File: src/rtl/assoc_cache.sv
// assoc_cache: N-way set-associative write-back/write-allocate data cache, LRU by per-line tick.
// Define CACHE_STATS_EN to add the hit_count/miss_count outputs.
module assoc_cache #(
  parameter int SETS       = 4,
  parameter int WAYS       = 2,
  parameter int LINE_WORDS = 4
) (
  input  logic        clk,
  input  logic        reset,
  input  logic        en,
  input  logic        ready,
  input  logic        write_en,
  input  logic [31:0] addr,
  input  logic [31:0] data,
  output logic        hit,
  output logic [31:0] out,
  output logic        mwrite_en,
  output logic [31:0] maddr,
  output logic [31:0] mdata,
  input  logic [31:0] mout
`ifdef CACHE_STATS_EN
  ,
  output logic [31:0] hit_count,
  output logic [31:0] miss_count
`endif
);

  localparam int WBITS = $clog2(LINE_WORDS);
  localparam int IBITS = $clog2(SETS);
  localparam int OBITS = 2 + WBITS;
  localparam int TW    = 32 - OBITS - IBITS;
  localparam int CW    = (WBITS > 0) ? WBITS : 1;
  localparam int IW    = (IBITS > 0) ? IBITS : 1;
  localparam int WW    = (WAYS > 1) ? $clog2(WAYS) : 1;

  typedef enum logic [1:0] {
    IDLE,
    WRITEBACK,
    REFILL
  } state_e;

  state_e        state_q, state_d;
  logic [CW-1:0] count_q, count_d;
  logic [31:0]   now_q;

  logic          valid_q [SETS][WAYS];
  logic          dirty_q [SETS][WAYS];
  logic [TW-1:0] tag_q   [SETS][WAYS];
  logic [31:0]   tick_q  [SETS][WAYS];
  logic [31:0]   data_q  [SETS][WAYS][LINE_WORDS];

  logic [WW-1:0] vic_q;
  logic [TW-1:0] vtag_q;
  logic [TW-1:0] rtag_q;
  logic [IW-1:0] ridx_q;

  logic [IW-1:0] req_idx;
  logic [TW-1:0] req_tag;
  logic [CW-1:0] req_word;
  logic          any_hit;
  logic [WW-1:0] hit_way;
  logic          inv_found;
  logic [WW-1:0] vic;
  logic [31:0]   best;
  logic          vic_dirty;
  logic          miss_go;
  logic          last;

  assign req_idx  = IW'((addr >> OBITS) & 32'(SETS - 1));
  assign req_tag  = TW'(addr >> (OBITS + IBITS));
  assign req_word = CW'((addr >> 2) & 32'(LINE_WORDS - 1));
  assign last     = (count_q == CW'(LINE_WORDS - 1));

  function automatic logic [31:0] line_addr(
    input logic [TW-1:0] t,
    input logic [IW-1:0] s,
    input logic [CW-1:0] c
  );
    return (32'(t) << (OBITS + IBITS)) | (32'(s) << OBITS) | (32'(c) << 2);
  endfunction

  always_comb begin
    any_hit = 1'b0;
    hit_way = '0;
    for (int w = 0; w < WAYS; w++) begin
      if (!any_hit && valid_q[req_idx][w] && tag_q[req_idx][w] == req_tag) begin
        any_hit = 1'b1;
        hit_way = WW'(w);
      end
    end
  end

  // Prefer an empty way; otherwise oldest tick, ties to the lowest way.
  always_comb begin
    inv_found = 1'b0;
    vic       = '0;
    best      = tick_q[req_idx][0];
    for (int w = 0; w < WAYS; w++) begin
      if (!inv_found && !valid_q[req_idx][w]) begin
        inv_found = 1'b1;
        vic       = WW'(w);
      end
    end
    if (!inv_found) begin
      for (int w = 1; w < WAYS; w++) begin
        if (tick_q[req_idx][w] < best) begin
          best = tick_q[req_idx][w];
          vic  = WW'(w);
        end
      end
    end
  end

  assign vic_dirty = valid_q[req_idx][vic] && dirty_q[req_idx][vic];
  assign miss_go   = (state_q == IDLE) && ready && !any_hit;

  always_ff @(posedge clk or posedge reset) begin
    if (reset) begin
      state_q <= IDLE;
      count_q <= '0;
      now_q   <= '0;
    end else if (en) begin
      state_q <= state_d;
      count_q <= count_d;
      now_q   <= now_q + 32'd1;
    end
  end

  always_comb begin
    state_d = state_q;
    count_d = count_q;
    unique case (state_q)
      IDLE: begin
        if (miss_go) begin
          state_d = vic_dirty ? WRITEBACK : REFILL;
          count_d = '0;
        end
      end
      WRITEBACK: begin
        if (last) begin
          state_d = REFILL;
          count_d = '0;
        end else begin
          count_d = count_q + CW'(1);
        end
      end
      REFILL: begin
        if (last) begin
          state_d = IDLE;
          count_d = '0;
        end else begin
          count_d = count_q + CW'(1);
        end
      end
      default: begin
        state_d = IDLE;
        count_d = '0;
      end
    endcase
  end

  always_comb begin
    hit       = 1'b0;
    out       = '0;
    mwrite_en = 1'b0;
    maddr     = '0;
    mdata     = '0;
    unique case (state_q)
      IDLE: begin
        hit = ready && any_hit;
        if (ready && any_hit && !write_en) begin
          out = data_q[req_idx][hit_way][req_word];
        end
      end
      WRITEBACK: begin
        mwrite_en = en;
        maddr     = line_addr(vtag_q, ridx_q, count_q);
        mdata     = data_q[ridx_q][vic_q][count_q];
      end
      REFILL: begin
        maddr = line_addr(rtag_q, ridx_q, count_q);
      end
      default: begin
        hit = 1'b0;
      end
    endcase
  end

  // Victim is invalidated at miss time so an interrupted fill never leaves a stale line.
  always_ff @(posedge clk or posedge reset) begin
    if (reset) begin
      vic_q  <= '0;
      vtag_q <= '0;
      rtag_q <= '0;
      ridx_q <= '0;
      for (int s = 0; s < SETS; s++) begin
        for (int w = 0; w < WAYS; w++) begin
          valid_q[s][w] <= 1'b0;
          dirty_q[s][w] <= 1'b0;
          tag_q[s][w]   <= '0;
          tick_q[s][w]  <= '0;
          for (int k = 0; k < LINE_WORDS; k++) begin
            data_q[s][w][k] <= '0;
          end
        end
      end
    end else if (en) begin
      unique case (state_q)
        IDLE: begin
          if (ready && any_hit) begin
            tick_q[req_idx][hit_way] <= now_q;
            if (write_en) begin
              data_q[req_idx][hit_way][req_word] <= data;
              dirty_q[req_idx][hit_way]          <= 1'b1;
            end
          end else if (miss_go) begin
            vic_q                 <= vic;
            vtag_q                <= tag_q[req_idx][vic];
            rtag_q                <= req_tag;
            ridx_q                <= req_idx;
            valid_q[req_idx][vic] <= 1'b0;
          end
        end
        REFILL: begin
          data_q[ridx_q][vic_q][count_q] <= mout;
          if (last) begin
            valid_q[ridx_q][vic_q] <= 1'b1;
            dirty_q[ridx_q][vic_q] <= 1'b0;
            tag_q[ridx_q][vic_q]   <= rtag_q;
          end
        end
        default: begin
          vic_q <= vic_q;
        end
      endcase
    end
  end

`ifdef CACHE_STATS_EN
  logic [31:0] hit_cnt_q;
  logic [31:0] miss_cnt_q;

  always_ff @(posedge clk or posedge reset) begin
    if (reset) begin
      hit_cnt_q  <= '0;
      miss_cnt_q <= '0;
    end else if (en) begin
      if (hit) begin
        hit_cnt_q <= hit_cnt_q + 32'd1;
      end
      if (miss_go) begin
        miss_cnt_q <= miss_cnt_q + 32'd1;
      end
    end
  end

  assign hit_count  = hit_cnt_q;
  assign miss_count = miss_cnt_q;
`endif

endmodule
File: config.mk
export PLATFORM = sky130hd
export DESIGN_NAME = assoc_cache
export DESIGN_NICKNAME = d
export VERILOG_FILES = /design/src/rtl/assoc_cache.sv
export SDC_FILE = /design/constraint.sdc
export NUM_CORES = 2
export LEC_CHECK = 0
export CAP_MARGIN = 40
export CORE_UTILIZATION = 25
export CTS_CLUSTER_DIAMETER = 120
export DETAILED_ROUTE_END_ITERATION = 10
export SLEW_MARGIN = 25
export SYNTH_ARGS = -nofsm -noshare
export SYNTH_HDL_FRONTEND = slang
export SYNTH_SLANG_ARGS = --single-unit
export TNS_END_PERCENT = 5
File: constraint.sdc
create_clock -name clk -period 72.5 [get_ports clk]
set_clock_uncertainty 0.05 [all_clocks]
set_input_delay 14.5 -clock clk [delete_from_list [all_inputs] [get_ports clk]]
set_output_delay 14.5 -clock clk [all_outputs]
set_load 0.005 [all_outputs]
==> metrics.log <==
[metrics] status: finished, final reports clean
[metrics] post-synthesis to final-layout area growth: 15.8%
[metrics] Internal Pwr Total: ~1.8 mW
[metrics] main combinational cell family by area after synthesis: multiplexers
[metrics] leakage power figure: around 44 nW
[metrics] P_sw: 1.02 mW
[metrics] WL per Instance: 32.0 um
[metrics] GRT Util Overall: 20.4%
[metrics] count of different cell masters after synthesis: 83
[metrics] post-place instance area: 100000 sq um
[metrics] worst-case setup slack after placement: 36.78 ns
[metrics] Clock transition at path regs: 0.06 ns
[metrics] htree depth: 4
[metrics] Layout fillers: 36.1k
[metrics] site row count: 221
[metrics] die height: 607 um
[metrics] gr busiest metal: met2
[metrics] Mapped Cells: 7234
[metrics] multiplexer area fraction after synthesis: 35.3%
[metrics] Clk network pwr share: 30.6%
[metrics] later-pin clock latency in the skew report: approximately 0.86 ns
[metrics] critical path endpoint category: output port
[metrics] cell type contributing the most total cell area after synthesis: dfrtp_1
[metrics] maximum buffer depth of the clock tree: 4
[metrics] VDD IR-drop max: 26.8 uV
[metrics] Power Density: 27.1 nW/um^2
[metrics] top cells by area, synth: dfrtp_1 44%, mux4_2 17%, mux2_2 15%
[metrics] unrepaired setup endpoints after global routing: no
[metrics] final WL: between 300000 and 400000 um
[metrics] initial antenna violation count: 54
[metrics] final number of hold-violating endpoints: 0
[metrics] path type of the worst min-delay path: reg -> reg
[metrics] CTS Sinks: 1595
[metrics] num ports: 199
[metrics] Data required, critical path: 57.95 ns
[metrics] Final setup viols: 0
[metrics] combinational fraction of design power: 30.6%
[metrics] max-cap violations: 0
[metrics] commonest non-fill, non-tap cell in the layout: dfrtp_1
[metrics] min cycle time layout: 35.84 ns
[metrics] warnings from Yosys: 0
[metrics] largest fanout of any net on the critical path: 79
[metrics] top library cells by usage in the layout, fill and taps aside: 1590 x dfrtp_1, 1228 x mux2_2, 891 x o22ai_1, 697 x mux4_2, 411 x nand2_1
[metrics] number of vias in the routed layout: 72.9k
[metrics] number of nets in the layout: 7246
[metrics] type of the setup path with the least slack: in -> out
[metrics] DPL Wire Length: 226000 um
[metrics] kind of start point of the critical path: input port
[metrics] count of flip-flops with a built-in enable after synthesis: 0
[metrics] area of all placed cells without fillers: 106000 sq um
[metrics] Synth Area in Compound Gates: roughly 11%
[metrics] met3 capacity usage during global routing: 6.71%
[metrics] fraction of final layout cells with drive strength greater than 1: 37.9%
[metrics] Detailed Route Iter0 Violations: 10.0k
[metrics] postcts setup bufs: 0
[metrics] share of flip-flops with an asynchronous set or reset after synthesis: 100%
[metrics] detailed-route DRC error count: 0
[metrics] number of input and output port buffers inserted: 194
[metrics] number of buffers created by CTS: 166
[metrics] starting density of the core: 25.2%
[metrics] total iterations of the first detailed-routing run: 6
[metrics] Seq cells post-synth: 1595
[metrics] Global Route met2 Usage: 31.3%
[metrics] Synth Area per Inst: 12.6 sq um
[metrics] share of the yosys chip area belonging to registers: 43.7%
[metrics] largest net degree at the start of global routing: ~180
[metrics] worst slew margin relative to its limit: 32.5%
[metrics] ys flop type: dfrtp_1
[metrics] number of vias per cell after detailed routing: 6.05
[metrics] Max Clk Rate: 0.0279 GHz
[metrics] number of global-route vias before repair: approximately 74k
[metrics] arrival time at the worst endpoint: 21.29 ns
[metrics] switching portion of total power: 35.5%
[metrics] smallest setup slack after layout: 36.66 ns
[metrics] fraction of synthesized cell area in xor and xnor cells: 0.700%
[metrics] cts hold-fix bufs: 0
[metrics] setup TNS: 0 ns
[metrics] final global-route overflow total: 0
[metrics] Period Utilization, post-route: around half
[metrics] met1 usage in global routing: 23.2%
[metrics] Final Wtd Congestion: between 0.8 and 0.9
[metrics] TritonCTS clock tree: yes
[metrics] sequential cell fraction of total power: 38.9%
[metrics] total of cells resized after clock tree synthesis: 0
[metrics] synthesized-area fraction occupied by adder cells: less than 1%
[metrics] area of the die: between 300000 and 400000 sq um
[metrics] basic-gate share of the synthesized area counting and, or, nand and nor cells: about 4.7%
[metrics] Std-Cell Core Area: between 300000 and 400000 sq um
[metrics] ANT nets after route: 0
[metrics] count of pins over their slew limit: 0
[metrics] global-route wire length before repair: 547000 um
[metrics] post-synthesis instance area: 91400 sq um
[metrics] share of the synthesized area in the top cell type: 43.7%
[metrics] Die W: around 610 um
[metrics] library cell used as clock root buffer: clkbuf_16
[metrics] Tightest Pin Transition: 1.01 ns
[synthesized netlist by cell type, drive strengths merged (46+ instances only)]
| cell type | number |
|---|---|
| nor2 | 258 |
| clkbuf | 542 |
| nor2b | 62 |
| dfrtp | 1595 |
| inv | 52 |
| o21ai | 80 |
| nand2 | 457 |
| buf | 263 |
| a21oi | 204 |
| xnor2 | 62 |
| o22ai | 891 |
| mux2i | 94 |
| nand3 | 46 |
| mux2 | 1350 |
| o221ai | 51 |
| a22oi | 65 |
| mux4 | 697 |
[routing by layer]
layer  vias to the layer above  share of wire [%]
met5                         -              0.072
met3                      1971                 12
met2                      5850                 45
met1                     37309                 34
li1                      27730                  -
met4                        44                9.3
[kinds of logic (layout without fill, tap and decap cells)]
| family | count (synthesis) | count (layout) |
|---|---|---|
| other cells | 1 | 42 |
| simple gates | 977 | 977 |
| mux | 2141 | 2141 |
| compound gates | 1548 | 1548 |
| xor+xnor | 73 | 73 |
| flops | 1595 | 1595 |
| fa+ha+maj | 39 | 39 |
| buf+inv | 860 | 848 |
[registers in the layout, indices dropped and copies added, names as in the netlist, 2 cells and up]
signal and cells:
data_q 1024, tick_q 256, tag_q 208, now_q 32, rtag_q 26, vtag_q 26
dirty_q 8, valid_q 8, count_q 2, ridx_q 2, state_q 2
[power by group through the flow]
stage               Sequential [mW]  Combinational [mW]  Clock (mW)
floorplan                      1.06               0.578           0
global placement               1.11               0.797           0
detailed placement             1.12               0.845           0
CTS                            1.11               0.847       0.884
global route                   1.13               0.898       0.915
finish                         1.11               0.875       0.875
[final timing paths]
kind / from / endpoint / slack [ns] / cells past startpoint
setup / recovery: addr[5] / out[20] / 36.66 / 13
setup reg to reg: tag_q[6] / data_q[665] / 66.07 / 12
max in group asynchronous: reset / data_q[177] / 54.75 / 9
min in group asynchronous: reset / tag_q[10] / 14.01 / 2
hold reg to reg: vtag_q[19] / vtag_q[19] / 0.43 / 2
hold / removal: vtag_q[19] / vtag_q[19] / 0.43 / 2
[area by class of cell]
| cell class | count | area [sq um] | area share, % |
|---|---|---|---|
| Clock buffer | 237 | 4750 | 4.49 |
| Tap cell | 4794 | 6000 | 5.67 |
| Sequential cell | 1595 | 39900 | 37.7 |
| Inverter | 55 | 215 | 0.203 |
| Timing Repair Buffer | 508 | 5830 | 5.51 |
| Multi-Input combinational cell | 4780 | 48400 | 45.8 |
| Antenna cell | 40 | 100 | 0.0946 |
| Clock inverter | 48 | 572 | 0.540 |
[metrics by stage]
| stage | util, % | power [mW] | hold slack [ns] | instances |
|---|---|---|---|---|
| finish | 29.1 | 2.86 | 0.433 | 12057 |
| global route | 29.1 | 2.94 | 0.460 | 12025 |
| CTS | 29.0 | 2.84 | 0.435 | 11999 |
| detailed placement | 27.5 | 1.97 | 0.421 | 11714 |
| global placement | 27.0 | 1.91 | 0.415 | 11608 |
| floorplan | - | 1.64 | 0.401 | 7235 |
[worst max-delay path, stage by stage]
cell             delay (ns)
buf_8                  0.60
buf_4                  0.68
mux2i_1                0.26
a22o_1                 0.28
a2111oi_0              0.54
nor2_1                 0.15
nor4_2                 0.82
a21oi_1                0.43
or3_2                  0.76
buf_4                  0.46
a221oi_1               0.66
o21a_1                 0.29
clkdlybuf4s50_1        0.65
(Power assumes the default switching activity.)
